File: src/rtl/cpu_gen2_pkg.sv
// cpu_gen2_pkg
// Shared definitions for the second-generation accumulator CPU:
//   - state_e      : control state machine encoding
//   - OP_*         : 3-bit opcode values of the instruction format
//   - field helpers: bit positions of the I bit and opcode field as a
//                    function of the data width
//   - state decode : which states drive the read / write / halted strobes
package cpu_gen2_pkg;

  typedef enum logic [2:0] {
    FETCH_A  = 3'd0,
    FETCH_M  = 3'd1,
    DECODE   = 3'd2,
    INDIR    = 3'd3,
    EXEC_RD  = 3'd4,
    EXEC_ALU = 3'd5,
    STORE    = 3'd6,
    HALT     = 3'd7
  } state_e;

  localparam logic [2:0] OP_AND = 3'd0;
  localparam logic [2:0] OP_ADD = 3'd1;
  localparam logic [2:0] OP_SUB = 3'd2;
  localparam logic [2:0] OP_OR  = 3'd3;
  localparam logic [2:0] OP_LDA = 3'd4;
  localparam logic [2:0] OP_STA = 3'd5;
  localparam logic [2:0] OP_JMP = 3'd6;
  // Opcode 7 is JZ when direct and HLT when the I bit is set.
  localparam logic [2:0] OP_JZ  = 3'd7;

  // The indirect bit is always the instruction MSB.
  function automatic int iBitPos(input int dataW);
    return dataW - 1;
  endfunction

  // The opcode occupies the three bits directly below the indirect bit.
  function automatic int opMsbPos(input int dataW);
    return dataW - 2;
  endfunction

  function automatic int opLsbPos(input int dataW);
    return dataW - 4;
  endfunction

  // States that hold a memory read open until mem_ready.
  function automatic logic isReadState(input state_e s);
    return (s == FETCH_M) || (s == INDIR) || (s == EXEC_RD);
  endfunction

endpackage

File: src/rtl/cpu_gen2_alu.sv
// cpu_gen2_alu
// Combinational arithmetic/logic unit of the accumulator CPU.
// Ports:
//   op_i     : opcode of the executing instruction
//   ac_i     : current accumulator
//   dr_i     : operand fetched from memory
//   e_i      : current E (carry) flag
//   result_o : new accumulator value
//   eNext_o  : new E flag (ADD carry-out, SUB not-borrow, else unchanged)
module cpu_gen2_alu
  import cpu_gen2_pkg::*;
#(
  parameter int DATA_W = 8
) (
  input  logic [2:0]        op_i,
  input  logic [DATA_W-1:0] ac_i,
  input  logic [DATA_W-1:0] dr_i,
  input  logic              e_i,
  output logic [DATA_W-1:0] result_o,
  output logic              eNext_o
);

  logic [DATA_W:0] sum;
  logic [DATA_W:0] diff;

  // One extra bit on both sums exposes the carry and the borrow; SUB sets
  // E when no borrow occurred, i.e. AC >= DR.
  always_comb begin
    sum      = {1'b0, ac_i} + {1'b0, dr_i};
    diff     = {1'b0, ac_i} - {1'b0, dr_i};
    result_o = ac_i;
    eNext_o  = e_i;
    case (op_i)
      OP_AND: result_o = ac_i & dr_i;
      OP_ADD: begin
        result_o = sum[DATA_W-1:0];
        eNext_o  = sum[DATA_W];
      end
      OP_SUB: begin
        result_o = diff[DATA_W-1:0];
        eNext_o  = ~diff[DATA_W];
      end
      OP_OR:  result_o = ac_i | dr_i;
      OP_LDA: result_o = dr_i;
      default: begin
        result_o = ac_i;
        eNext_o  = e_i;
      end
    endcase
  end

endmodule

File: src/rtl/cpu_gen2.sv
// cpu_gen2
// Parametrised accumulator CPU that drives a shared single-port memory
// directly, with a ready handshake so the memory may insert wait states.
// DATA_W must be at least ADDR_W+4 so the I bit, opcode and address fit.
// Ports:
//   clk       : clock, rising edge
//   reset     : synchronous active-low reset
//   mem_ready : memory completes the current read/write this cycle
//   mem_rdata : read data, valid when read && mem_ready
//   address   : memory address (the AR register)
//   mem_wdata : write data (AC while write, else 0)
//   read      : memory read strobe
//   write     : memory write strobe
//   halted    : CPU is in HALT
//   acc       : accumulator value
//   carry     : E flag
module cpu_gen2
  import cpu_gen2_pkg::*;
#(
  parameter int DATA_W = 8,
  parameter int ADDR_W = 4
) (
  input  logic              clk,
  input  logic              reset,
  input  logic              mem_ready,
  input  logic [DATA_W-1:0] mem_rdata,
  output logic [ADDR_W-1:0] address,
  output logic [DATA_W-1:0] mem_wdata,
  output logic              read,
  output logic              write,
  output logic              halted,
  output logic [DATA_W-1:0] acc,
  output logic              carry
);

  localparam int IBIT   = iBitPos(DATA_W);
  localparam int OP_MSB = opMsbPos(DATA_W);
  localparam int OP_LSB = opLsbPos(DATA_W);

  state_e            stateQ, stateD;
  logic [ADDR_W-1:0] pcQ, pcD;
  logic [ADDR_W-1:0] arQ, arD;
  logic [DATA_W-1:0] irQ, irD;
  logic [DATA_W-1:0] drQ, drD;
  logic [DATA_W-1:0] acQ, acD;
  logic              eQ, eD;
  logic              readQ, writeQ, haltedQ;

  logic              iBit;
  logic [2:0]        opField;
  logic [ADDR_W-1:0] addrField;
  logic [ADDR_W-1:0] ptr;
  state_e            dispState;
  logic              takeJump;
  logic [DATA_W-1:0] aluResult;
  logic              aluE;

  assign iBit      = irQ[IBIT];
  assign opField   = irQ[OP_MSB:OP_LSB];
  assign addrField = irQ[ADDR_W-1:0];

  cpu_gen2_alu #(
    .DATA_W(DATA_W)
  ) u_alu (
    .op_i    (opField),
    .ac_i    (acQ),
    .dr_i    (drQ),
    .e_i     (eQ),
    .result_o(aluResult),
    .eNext_o (aluE)
  );

  // Operand dispatch shared by DECODE and INDIR. In INDIR the effective
  // address is the pointer arriving on the bus, so jumps and stores use it
  // in the same cycle it is latched into AR.
  always_comb begin
    ptr       = (stateQ == INDIR) ? mem_rdata[ADDR_W-1:0] : addrField;
    dispState = EXEC_RD;
    takeJump  = 1'b0;
    case (opField)
      OP_JMP: begin
        dispState = FETCH_A;
        takeJump  = 1'b1;
      end
      OP_JZ: begin
        dispState = FETCH_A;
        takeJump  = (acQ == '0);
      end
      OP_STA:  dispState = STORE;
      default: dispState = EXEC_RD;
    endcase
  end

  // Next-state logic. Memory states hold all registers (and hence the bus)
  // until mem_ready; mem_ready in any other state has no effect.
  always_comb begin
    stateD = stateQ;
    pcD    = pcQ;
    arD    = arQ;
    irD    = irQ;
    drD    = drQ;
    acD    = acQ;
    eD     = eQ;
    unique case (stateQ)
      FETCH_A: begin
        arD    = pcQ;
        stateD = FETCH_M;
      end
      FETCH_M: begin
        if (mem_ready) begin
          irD    = mem_rdata;
          pcD    = pcQ + ADDR_W'(1);
          stateD = DECODE;
        end
      end
      DECODE: begin
        arD = addrField;
        if (opField == OP_JZ && iBit) begin
          stateD = HALT;
        end else if (iBit) begin
          stateD = INDIR;
        end else begin
          stateD = dispState;
          if (takeJump) pcD = ptr;
        end
      end
      INDIR: begin
        if (mem_ready) begin
          arD    = ptr;
          stateD = dispState;
          if (takeJump) pcD = ptr;
        end
      end
      EXEC_RD: begin
        if (mem_ready) begin
          drD    = mem_rdata;
          stateD = EXEC_ALU;
        end
      end
      EXEC_ALU: begin
        acD    = aluResult;
        eD     = aluE;
        stateD = FETCH_A;
      end
      STORE: begin
        if (mem_ready) stateD = FETCH_A;
      end
      HALT: stateD = HALT;
      default: stateD = FETCH_A;
    endcase
  end

  // State register. The strobes are decoded from the next state so they
  // are registered yet still exactly track the current state.
  always_ff @(posedge clk) begin
    if (!reset) begin
      stateQ  <= FETCH_A;
      pcQ     <= '0;
      arQ     <= '0;
      irQ     <= '0;
      drQ     <= '0;
      acQ     <= '0;
      eQ      <= 1'b0;
      readQ   <= 1'b0;
      writeQ  <= 1'b0;
      haltedQ <= 1'b0;
    end else begin
      stateQ  <= stateD;
      pcQ     <= pcD;
      arQ     <= arD;
      irQ     <= irD;
      drQ     <= drD;
      acQ     <= acD;
      eQ      <= eD;
      readQ   <= isReadState(stateD);
      writeQ  <= (stateD == STORE);
      haltedQ <= (stateD == HALT);
    end
  end

  assign address   = arQ;
  assign mem_wdata = writeQ ? acQ : '0;
  assign read      = readQ;
  assign write     = writeQ;
  assign halted    = haltedQ;
  assign acc       = acQ;
  assign carry     = eQ;

endmodule

File: config.mk
export PLATFORM = sky130hd
export DESIGN_NAME = cpu_gen2
export DESIGN_NICKNAME = d
export VERILOG_FILES = /design/src/rtl/cpu_gen2_pkg.sv /design/src/rtl/cpu_gen2_alu.sv /design/src/rtl/cpu_gen2.sv
export SDC_FILE = /design/constraint.sdc
export NUM_CORES = 1
export LEC_CHECK = 0
export ABC_AREA = 1
export BUFFER_PORTS_ARGS = -buffer_cell sky130_fd_sc_hd__buf_2
export CORE_ASPECT_RATIO = 1.2
export CORE_UTILIZATION = 45
export CTS_BUF_LIST = sky130_fd_sc_hd__clkbuf_4
export CTS_CLUSTER_SIZE = 28
export DETAILED_ROUTE_END_ITERATION = 12
export MAX_ROUTING_LAYER = met4
export SLEW_MARGIN = 25
export SYNTH_ARGS = -nofsm -noshare
export SYNTH_HDL_FRONTEND = slang
export SYNTH_SLANG_ARGS = --single-unit
File: constraint.sdc
create_clock -name clk -period 3.09 [get_ports clk]
set_clock_uncertainty 0.15 [all_clocks]
set_input_delay 0.618 -clock clk [delete_from_list [all_inputs] [get_ports clk]]
set_output_delay 0.618 -clock clk [all_outputs]
set_load 0.1 [all_outputs]
==> summary.md, run 1 <==
| Metric | Value |
|---|---|
| Required @ worst endpoint | roughly 2.3 ns |
| TritonCTS clock tree | yes |
| RSZ-0062 raised after global routing | no |
| DR iter-0 viols | 135 |
| Full die area | between 6000 and 7000 um2 |
| Gr usage total | 0.248 |
| Total Neg Setup Slack | 0 ns |
| Worst Setup End Kind | output pin |
| DP HPWL | roughly 5800 um |
| Netlist cell types | 39 |
| # IOs | 35 |
| Fillers | around 670 |
| N_diodes | 0 |
| Via density | 5.05 |
| CP startpoint kind | register |
| Comb pwr share | 0.278 |
| Crit path arrival time | about 1.5 ns |
| Ranking of synthesized cells by area | dfxtp_1 27%, nand2_1 12%, ha_1 11% |
| HP Class | register to register |
| Final-report hold violation count | 0 |
| PostCTS Resize Cnt | 0 |
| Clock share of power | 0.309 |
| Synthesis Warnings | 0 |
| Largest net degree at the start of global routing | 32 |
| CP max-delay cell | dfxtp_1 |
| Period minus WS final | 2.29 ns |
| Worst Slack Setup Final | around 0.8 ns |
| Number of synthesized flops with an enable pin | 0 |
| Placer Congestion | roughly 0.88 |
| Power Total | approximately 1.4 mW |
| Root Buffer | clkbuf_4 |
| Share of cells above drive strength 1 | 0.151 |
| Deepest clock path buffer count | 2 |
| First-pass GRT wire length | 12,300 um |
| H-tree depth | 2 |
| Primary FF master, synth | dfxtp_1 |
| Inserted Clock Buffers | 5 |
| Psw | about 0.49 mW |
| Initial Utilization | 0.472 |
| Setup violations, final | 0 |
| Routed WL | 7400 um |
| IO Port Bufs | 34 |
| Mean Syn Cell Area | approximately 6.6 um2 |
| Most instantiated cells after synthesis | 89 x nand2_1, 60 x inv_1, 46 x a21oi_1, 39 x dfxtp_1, 34 x nor2_1 |
| CP Buf/Inv Count | 2 |
| Post-route DRC | 0 |
| Synth top area share | 0.272 |
| Clock latency on the worst-skew pair | about 0.34 ns |
| Power Internal | between 0.9 and 1 mW |
| Relative contribution of sequential cells to total power | 0.412 |
| Number of antenna violations at the first check in global routing | 0 |
| Setup CP Type | register to output pin |
| Final Max Tran Viols | 0 |
| DP Worst Slack | about 0.99 ns |
| Worst relative slew slack | 0.624 |
| Switching Share | 0.352 |
| Max stage delay on crit path | 0.59 ns |
| Critical path peak fanout | 9 |
| Final Cycle Share | 0.742 |
| Die height | roughly 90 um |
| Reg2reg setup slack | 0.95 ns |
| Status | finished clean |
| Hold-fix buffers, CTS | 0 |
| Number of nets still failing antenna checks after routing | 0 |
| Yosys top cell by area | dfxtp_1 |
| Power density over the cells | around 440 nW/um2 |
| Worst hold margin | just over 0.3 ns |
| Slew @ Worst Pin | approximately 0.56 ns |
| Post-CTS Setup Bufs | 0 |
| Area of the core | slightly above 6000 um2 |
| Clock transition at path regs | 0.12 ns |
| VDD IR-drop max | between 0.3 and 0.4 mV |
| Seq/Total Area, Yosys | 0.272 |
| Sink Count | 39 |
| FMAX | roughly 0.44 GHz |
| Max-cap violations | 0 |
| DRT Pass-1 Iters | 4 |
| Num rows | 31 |
| Largest delay share family, worst path | flip-flops |
| Synth-to-Final Area Change | 11.4% |
| Most frequent cell after synthesis | nand2_1 |
| Vias | 2,781 |
| Syn Nets | 475 |
| GRT overflow | 0 |
| Area of the mapped netlist | 2870 um2 |
| Leak | 1.60 nW |
| Nets | slightly above 500 |
| Critical-path cell list | nand2_1 -> inv_1 -> buf_2 |
| Mapped Cells | 437 |
| Async SR Flop Fraction | 0 |
| Yosys reg bits | 39 |
| Die width | 75.0 um |
| WL/cell | ~13 um |
| Vias in the first global route | roughly 2.6k |
-- cell usage in the layout (no fill, tap or decap), types with 2 or more instances in the layout --
cell | synthesis | layout
xnor2_1 | 2 | 2
inv_1 | 60 | 60
nand3_1 | 32 | 32
o21ai_1 | 8 | 8
fa_1 | 2 | 2
nand3b_1 | 3 | 3
nor3_1 | 2 | 2
o21ai_0 | 30 | 30
ha_1 | 25 | 25
o22ai_1 | 2 | 2
buf_2 | 4 | 34
dfxtp_1 | 39 | 39
nand2_1 | 89 | 89
nor2_2 | 5 | 5
a211oi_1 | 3 | 3
a22o_1 | 3 | 3
clkinv_1 | 3 | 3
a21oi_1 | 46 | 46
nor3_4 | 2 | 2
nand4_1 | 5 | 5
nor2_4 | 2 | 2
nand2_2 | 3 | 3
bufinv_16 | 0 | 2
inv_2 | 13 | 13
o21ai_2 | 3 | 3
clkbuf_4 | 0 | 6
nor2_1 | 34 | 34
-- power by group through the flow --
stage	Clock (mW)	Combinational, mW	Sequential, mW
2_1_floorplan	0	0.222	0.671
3_3_place_gp	0	0.386	0.587
3_5_place_dp	0	0.387	0.588
4_1_cts	0.445	0.389	0.577
5_1_grt	0.466	0.428	0.584
6_report	0.432	0.389	0.577
-- cell families after synthesis --
family,share of synthesized area
fa+ha+maj,0.123
flops,0.272
buf+inv,0.117
simple gates,0.283
compound gates,0.196
xor+xnor,0.00914
-- final cells by class --
type | instances | area (um2) | area share
Tap cell | 82 | 103 | 0.0320
Timing Repair Buffer | 34 | 170 | 0.0531
Sequential cell | 39 | 781 | 0.244
Clock buffer | 6 | 45.0 | 0.0141
Clock inverter | 2 | 60.1 | 0.0188
Inverter | 76 | 285 | 0.0891
Multi-Input combinational cell | 312 | 1760 | 0.549
-- metal layers --
layer / share of wire / GRT usage
met5: 0 / -
met4: 0.015 / 0.0738
met3: 0.028 / 0.0282
met2: 0.51 / 0.439
met1: 0.45 / 0.293
-- state kept, by name, summed over array words and instances, names as in the netlist --
| signal | count |
|---|---|
| write | 1 |
| acc | 8 |
| halted | 1 |
| address | 4 |
| stateQ | 3 |
| carry | 1 |
| pcQ | 4 |
| irQ | 8 |
| drQ | 8 |
| read | 1 |
-- stage by stage --
step	std cells	util	area, um2
global route	551	0.526	3200
floorplan	437	-	2870
detailed placement	543	0.509	3100
finish	551	0.526	3200
global placement	543	0.509	3100
CTS	551	0.526	3200
-- worst min-delay path, cell delays in order, from the launching register on --
cell and delay, ns:
dfxtp_1 0.31, inv_1 0.06, a21oi_1 0.05
-- worst paths after layout --
path	start	to	cells past startpoint
max	write	mem_wdata[5]	3
min	irQ[3]	irQ[3]	2
min reg2reg	irQ[3]	irQ[3]	2
max reg2reg	acc[2]	acc[5]	12
No activity file was read; power rests on OpenSTA's default activity.
==> inputs of run 2 (changes only) <==
- clock period: 3.09 -> 2.4 ns (I/O delays scaled with it)
==> summary.md, run 2 (synthesized netlist as in run 1, its figures left out) <==
| Metric | Value |
|---|---|
| Status | finished clean |
| Full die area | 6710 um2 (unchanged) |
| Sink Count | 39 (unchanged) |
| Synth-to-Final Area Change | 10.9% |
| DR iter-0 viols | 168 (+24%) |
| Worst relative slew slack | 0.660 (+0.0357) |
| HP Class | input port to register |
| Routed WL | 7490 um (+1.2%) |
| Most common library cell in the layout ignoring fill and taps | nand2_1 |
| Max-cap violations | 0 (unchanged) |
| CP startpoint kind | register |
| PostCTS Resize Cnt | 0 (unchanged) |
| Leak | 1.60 nW (-0.15%) |
| Worst hold margin | 0.240 ns (-0.0689 ns) |
| Clock transition at path regs | 0.12 ns (about the same) |
| Power density over the cells | 503 nW/um2 (+15%) |
| N_diodes | 0 (unchanged) |
| Final Cycle Share | 0.863 |
| DP Worst Slack | 0.369 ns (-0.625 ns) |
| Gr usage total | 0.242 (-0.00638) |
| Nets | 509 (+0.59%) |
| RSZ-0062 raised after global routing | no |
| Root Buffer | clkbuf_4 |
| H-tree depth | 2 (unchanged) |
| Final Max Tran Viols | 0 (unchanged) |
| Most frequent cells in the layout | 89 x nand2_1, 60 x inv_1, 46 x a21oi_1 |
| DP HPWL | 5910 um (+1.1%) |
| Final-report hold violation count | 0 (unchanged) |
| Deepest clock path buffer count | 2 (unchanged) |
| Largest net degree at the start of global routing | 27 (-16%) |
| Die height | 89.5 um (unchanged) |
| Setup violations, final | 0 (unchanged) |
| FMAX | a little under 0.5 GHz |
| Die width | 75.0 um (unchanged) |
| Required @ worst endpoint | 2.52 ns (+0.20 ns) |
| WL/cell | 13.5 um (+0.68%) |
| Hold-fix buffers, CTS | 0 (unchanged) |
| Share of cells above drive strength 1 | 0.174 (+0.0223) |
| Number of nets still failing antenna checks after routing | 0 (unchanged) |
| Slew @ Worst Pin | 0.508 ns (-0.0537 ns) |
| IO Port Bufs | 34 (unchanged) |
| GRT overflow | 0 (unchanged) |
| Critical path peak fanout | 8 (-1) |
| Number of antenna violations at the first check in global routing | 0 (unchanged) |
| TritonCTS clock tree | yes |
| Post-CTS Setup Bufs | 0 (unchanged) |
| Area of the core | 6090 um2 (unchanged) |
| Placed insts | 546 (+0.55%) |
| Clock latency on the worst-skew pair | 0.35 ns (about the same) |
| Inserted Clock Buffers | 5 (unchanged) |
| # IOs | 35 (unchanged) |
| Post-route DRC | 0 (unchanged) |
| Via density | 5.09 (+0.78%) |
| Num rows | 31 (unchanged) |
| Worst Slack Setup Final | 0.328 ns (-0.469 ns) |
| DRT Pass-1 Iters | 5 (+1) |
| Worst Setup End Kind | register |
| Vias | 2,818 (+1.3%) |
| Total Neg Setup Slack | 0 ns (unchanged) |
| Vias in the first global route | 2,500 (-4.0%) |
| Placer Congestion | 0.876 (-0.47%) |
| Initial Utilization | 0.472 (unchanged) |
| First-pass GRT wire length | 11,800 um (-3.7%) |
| VDD IR-drop max | 0.365 mV (+16%) |
| Crit path arrival time | 2.20 ns (+0.68 ns) |
| Period minus WS final | between 2 and 2.5 ns |
| Non-Filler Instances | 554 (+0.54%) |
| Setup CP Type | register to register |
[run 2: layout make-up]
class                   instances  area (um2)
fillers                       661        2900
multi-input cells             312        1760
flip-flops and latches         39         791
inverters                      76         285
repair buffers                 37         193
well taps                      82         103
clock buffers                   7        52.6
clock inverters                 1        5.00
[run 2: final timing paths]
kind	start	end	slack [ns]	cells after the start
max	acc[5]	acc[6]	0.33	10
max reg2reg	acc[5]	acc[6]	0.33	10
min	reset	read	0.24	3
min reg2reg	irQ[3]	irQ[3]	0.31	2
[run 2: metal layers]
layer	GRT usage	vias to the layer above	wire length [um]
met2	0.425	43	3770
met3	0.0271	12	197
met5	-	-	0
met1	0.288	1280	3420
met4	0.0703	0	107
li1	-	1483	-
[run 2: power by group]
part	internal, mW	switching (mW)	leakage [nW]
clock network	0.137	0.219	0.0361
registers	0.695	0.0475	0.322
logic	0.139	0.367	1.24
[run 2: worst max-delay path, cell delays in order (launching register included)]
cell and delay (ns):
dfxtp_2 0.41, inv_1 0.07, ha_1 0.47, inv_1 0.13
a21oi_1 0.24, nand3_1 0.12, nand2_1 0.07, nand3_1 0.07
nand3_1 0.09, nand2_1 0.06, a21oi_1 0.11
[run 2: stage by stage]
stage | util | total power [mW] | instance area (um2)
finish | 0.523 | 1.60 | 3190
global placement | 0.514 | 1.26 | 3130
global route | 0.523 | 1.71 | 3190
CTS | 0.523 | 1.62 | 3190
floorplan | - | 1.15 | 2880
detailed placement | 0.514 | 1.26 | 3130
==> inputs of run 3 (changes only) <==
- ABC_AREA: 1 -> not set
- BUFFER_PORTS_ARGS: -buffer_cell sky130_fd_sc_hd__buf_2 -> not set
- CORE_MARGIN: not set -> 1.5
- DONT_BUFFER_PORTS: not set -> 1
==> summary.md, run 3 <==
| Metric | Value |
|---|---|
| Status | finished clean |
| Share of cells above drive strength 1 | 0.214 (+0.0402) |
| Number of antenna violations at the first check in global routing | 0 (unchanged) |
| IO Port Bufs | 0 (-100%) |
| Vias in the first global route | 2,738 (+9.5%) |
| Area of the mapped netlist | 3080 um2 (+7.1%) |
| Placer Congestion | 0.875 (about the same) |
| N_diodes | 0 (unchanged) |
| Max stage delay on crit path | 0.38 ns (-0.09 ns) |
| Final core occ | 0.570 (+0.0470) |
| Synth-to-Final Area Change | 20.9% |
| Final Cycle Share | 0.957 (+0.0934) |
| Root Buffer | clkbuf_4 |
| Syn Nets | 434 (-8.6%) |
| Power density over the cells | 377 nW/um2 (-25%) |
| Initial Utilization | 0.472 (about the same) |
| Primary FF master, synth | dfxtp_1 |
| Seq/Total Area, Yosys | 0.254 (-0.0181) |
| GRT overflow | 0 (unchanged) |
| DR iter-0 viols | 180 (+7.1%) |
| Number of nets still failing antenna checks after routing | 0 (unchanged) |
| Period minus WS final | 2.30 ns (+0.224 ns) |
| Clock transition at path regs | 0.14 ns (+0.02 ns) |
| Leak | 1.47 nW (-7.7%) |
| Most instantiated cells after synthesis | 39 x dfxtp_1, 39 x nand2_1, 28 x a21oi_1, 28 x inv_1, 28 x nor2_1 |
| TritonCTS clock tree | yes |
| Placed insts | 504 (-7.7%) |
| Mapped Cells | 396 (-9.4%) |
| First-pass GRT wire length | 13,000 um (+9.9%) |
| Final-report hold violation count | 0 (unchanged) |
| RSZ-0062 raised after global routing | no |
| Setup CP Type | register to register |
| Gr usage total | 0.229 (-0.0132) |
| Max-cap violations | 0 (unchanged) |
| Largest net degree at the start of global routing | 43 (+59%) |
| Critical-path cell list | inv_1 -> ha_1 -> or2_1 -> a221oi_4 -> a21oi_2 -> a211o_1 -> a32oi_2 -> o21ai_1 |
| Yosys top cell by area | dfxtp_1 |
| Power Total | 1.40 mW (-13%) |
| Full die area | 7350 um2 (+9.5%) |
| CP startpoint kind | register |
| Ranking of synthesized cells by area | dfxtp_1 25%, ha_1 10%, nand2_1 4.8% |
| Post-route DRC | 0 (unchanged) |
| Mean Syn Cell Area | 7.78 um2 (+18%) |
| Synth top area share | 0.254 (-0.0181) |
| Register area | 806 um2 (+1.9%) |
| Multi-input logic area | 2160 um2 (+23%) |
| Async SR Flop Fraction | 0 (unchanged) |
| Non-Filler Instances | 515 (-7.0%) |
| HP Class | input port to register |
| Deepest clock path buffer count | 2 (unchanged) |
| H-tree depth | 2 (unchanged) |
| Vias | 2,880 (+2.2%) |
| Die width | 78.5 um (+4.7%) |
| Required @ worst endpoint | 2.51 ns (about the same) |
| Crit path arrival time | 2.41 ns (+0.21 ns) |
| Yosys reg bits | 39 (unchanged) |
| Nets | 468 (-8.1%) |
| Die height | 93.6 um (+4.5%) |
| Area of the core | 6530 um2 (+7.2%) |
| Fillers | 600 (-9.2%) |
| Netlist cell types | 63 (+62%) |
| Number of synthesized flops with an enable pin | 0 (unchanged) |
| Placed Area | 3560 um2 (+14%) |
| Clock latency on the worst-skew pair | 0.35 ns (about the same) |
| Slew @ Worst Pin | 0.646 ns (+0.138 ns) |
| Worst Setup End Kind | register |
| CP Buf/Inv Count | 1 (-1) |
| WL/cell | 15.6 um (+15%) |
| DRT Pass-1 Iters | 4 (-1) |
| Most frequent cells in the layout | 41 x buf_4, 39 x nand2_1, 31 x dfxtp_1 |
| Most common library cell in the layout ignoring fill and taps | buf_4 |
| Routed WL | 8020 um (+7.0%) |
| Via density | 5.59 (+9.9%) |
| Largest delay share family, worst path | compound AO/OA/AOI/OAI gates |
| CP max-delay cell | dfxtp_4 |
| DP HPWL | 5990 um (+1.4%) |
| # IOs | 35 (unchanged) |
| Sink Count | 39 (unchanged) |
| Setup violations, final | 0 (unchanged) |
| Final Max Tran Viols | 0 (unchanged) |
| VDD IR-drop max | 0.252 mV (-31%) |
| Num rows | 32 (+3.2%) |
| Worst relative slew slack | 0.567 (-0.0926) |
| Inserted Clock Buffers | 5 (unchanged) |
| FMAX | 0.436 GHz (-9.8%) |
| Design area | 3720 um2 (+17%) |
| Synthesis Warnings | 0 (unchanged) |
| Hold-fix buffers, CTS | 0 (unchanged) |
| Critical path peak fanout | 4 (-4) |
-- run 3: cell count changes in the layout (fill, tap and decap cells not counted), moves of 10 or more --
cell / before / now
buf_2: 34 / 0
nand3_1: 32 / 5
a21boi_0: 0 / 11
buf_4: 3 / 41
nand2_1: 89 / 39
o211ai_1: 1 / 11
nor2b_1: 0 / 22
a21oi_1: 46 / 27
inv_1: 60 / 27
o21ai_0: 30 / 14
inv_2: 13 / 1
-- run 3: what timing repair did --
action / CTS / global route
pin swaps: 0 / 4
hold endpoints to repair: 0 / 0
buffers inserted: 0 / 4
setup endpoints to repair: 1 / 4
gates resized for setup: 1 / 14
-- run 3: worst register-to-register path, cell delays in order (launching register included) --
cell	delay, ns
dfxtp_4	0.38
inv_1	0.04
ha_1	0.30
or2_1	0.28
a221oi_4	0.33
a21oi_2	0.13
a211o_1	0.32
a32oi_2	0.21
o21ai_1	0.07
-- run 3: final timing paths --
| path | start | to | slack [ns] | cells after the start |
|---|---|---|---|---|
| worst min register to register | irQ[2] | irQ[2] | 0.32 | 2 |
| worst max-delay path | acc[1] | acc[7] | 0.10 | 8 |
| worst max register to register | acc[1] | acc[7] | 0.10 | 8 |
| worst min-delay path | reset | drQ[4] | 0.10 | 1 |
-- run 3: kinds of logic after synthesis --
group	synth area share
compound gates	0.255
xor+xnor	0.0256
fa+ha+maj	0.115
buf+inv	0.0658
flops	0.254
mux	0.0366
simple gates	0.249
-- run 3: layout make-up --
| class | instances | share of cell area |
|---|---|---|
| timing repair buffer | 49 | 0.126 |
| sequential | 39 | 0.216 |
| inverter | 28 | 0.0282 |
| clock buffer | 5 | 0.0101 |
| tap | 85 | 0.0286 |
| clock inverter | 2 | 0.00975 |
| multi-input combinational | 307 | 0.581 |
-- run 3: report_power, final --
part	total, mW	switching, mW	internal, mW
Sequential	0.687	0.0272	0.659
Combinational	0.259	0.154	0.105
Clock	0.456	0.241	0.215
Total	1.40	0.423	0.979
-- run 3: layer usage --
| layer | up-vias | routed length (um) | global-route usage | part of all wire |
|---|---|---|---|---|
| li1 | 1456 | - | - | - |
| met1 | 1346 | 3650 | 0.282 | 0.46 |
| met2 | 70 | 3960 | 0.389 | 0.49 |
| met3 | 8 | 295 | 0.0322 | 0.037 |
| met4 | 0 | 107 | 0.0640 | 0.013 |
| met5 | - | 0 | - | 0 |
-- run 3: per-stage QoR --
step | hold slack (ns) | setup slack [ns] | TNS (ns)
finish | 0.101 | 0.104 | 0
global route | 0.0596 | 0.00215 | 0
CTS | 0.0773 | 0.0311 | 0
detailed placement | 0.308 | 0.0103 | 0
global placement | 0.300 | 0.0446 | 0
floorplan | 0.291 | -0.0324 | -0.0324
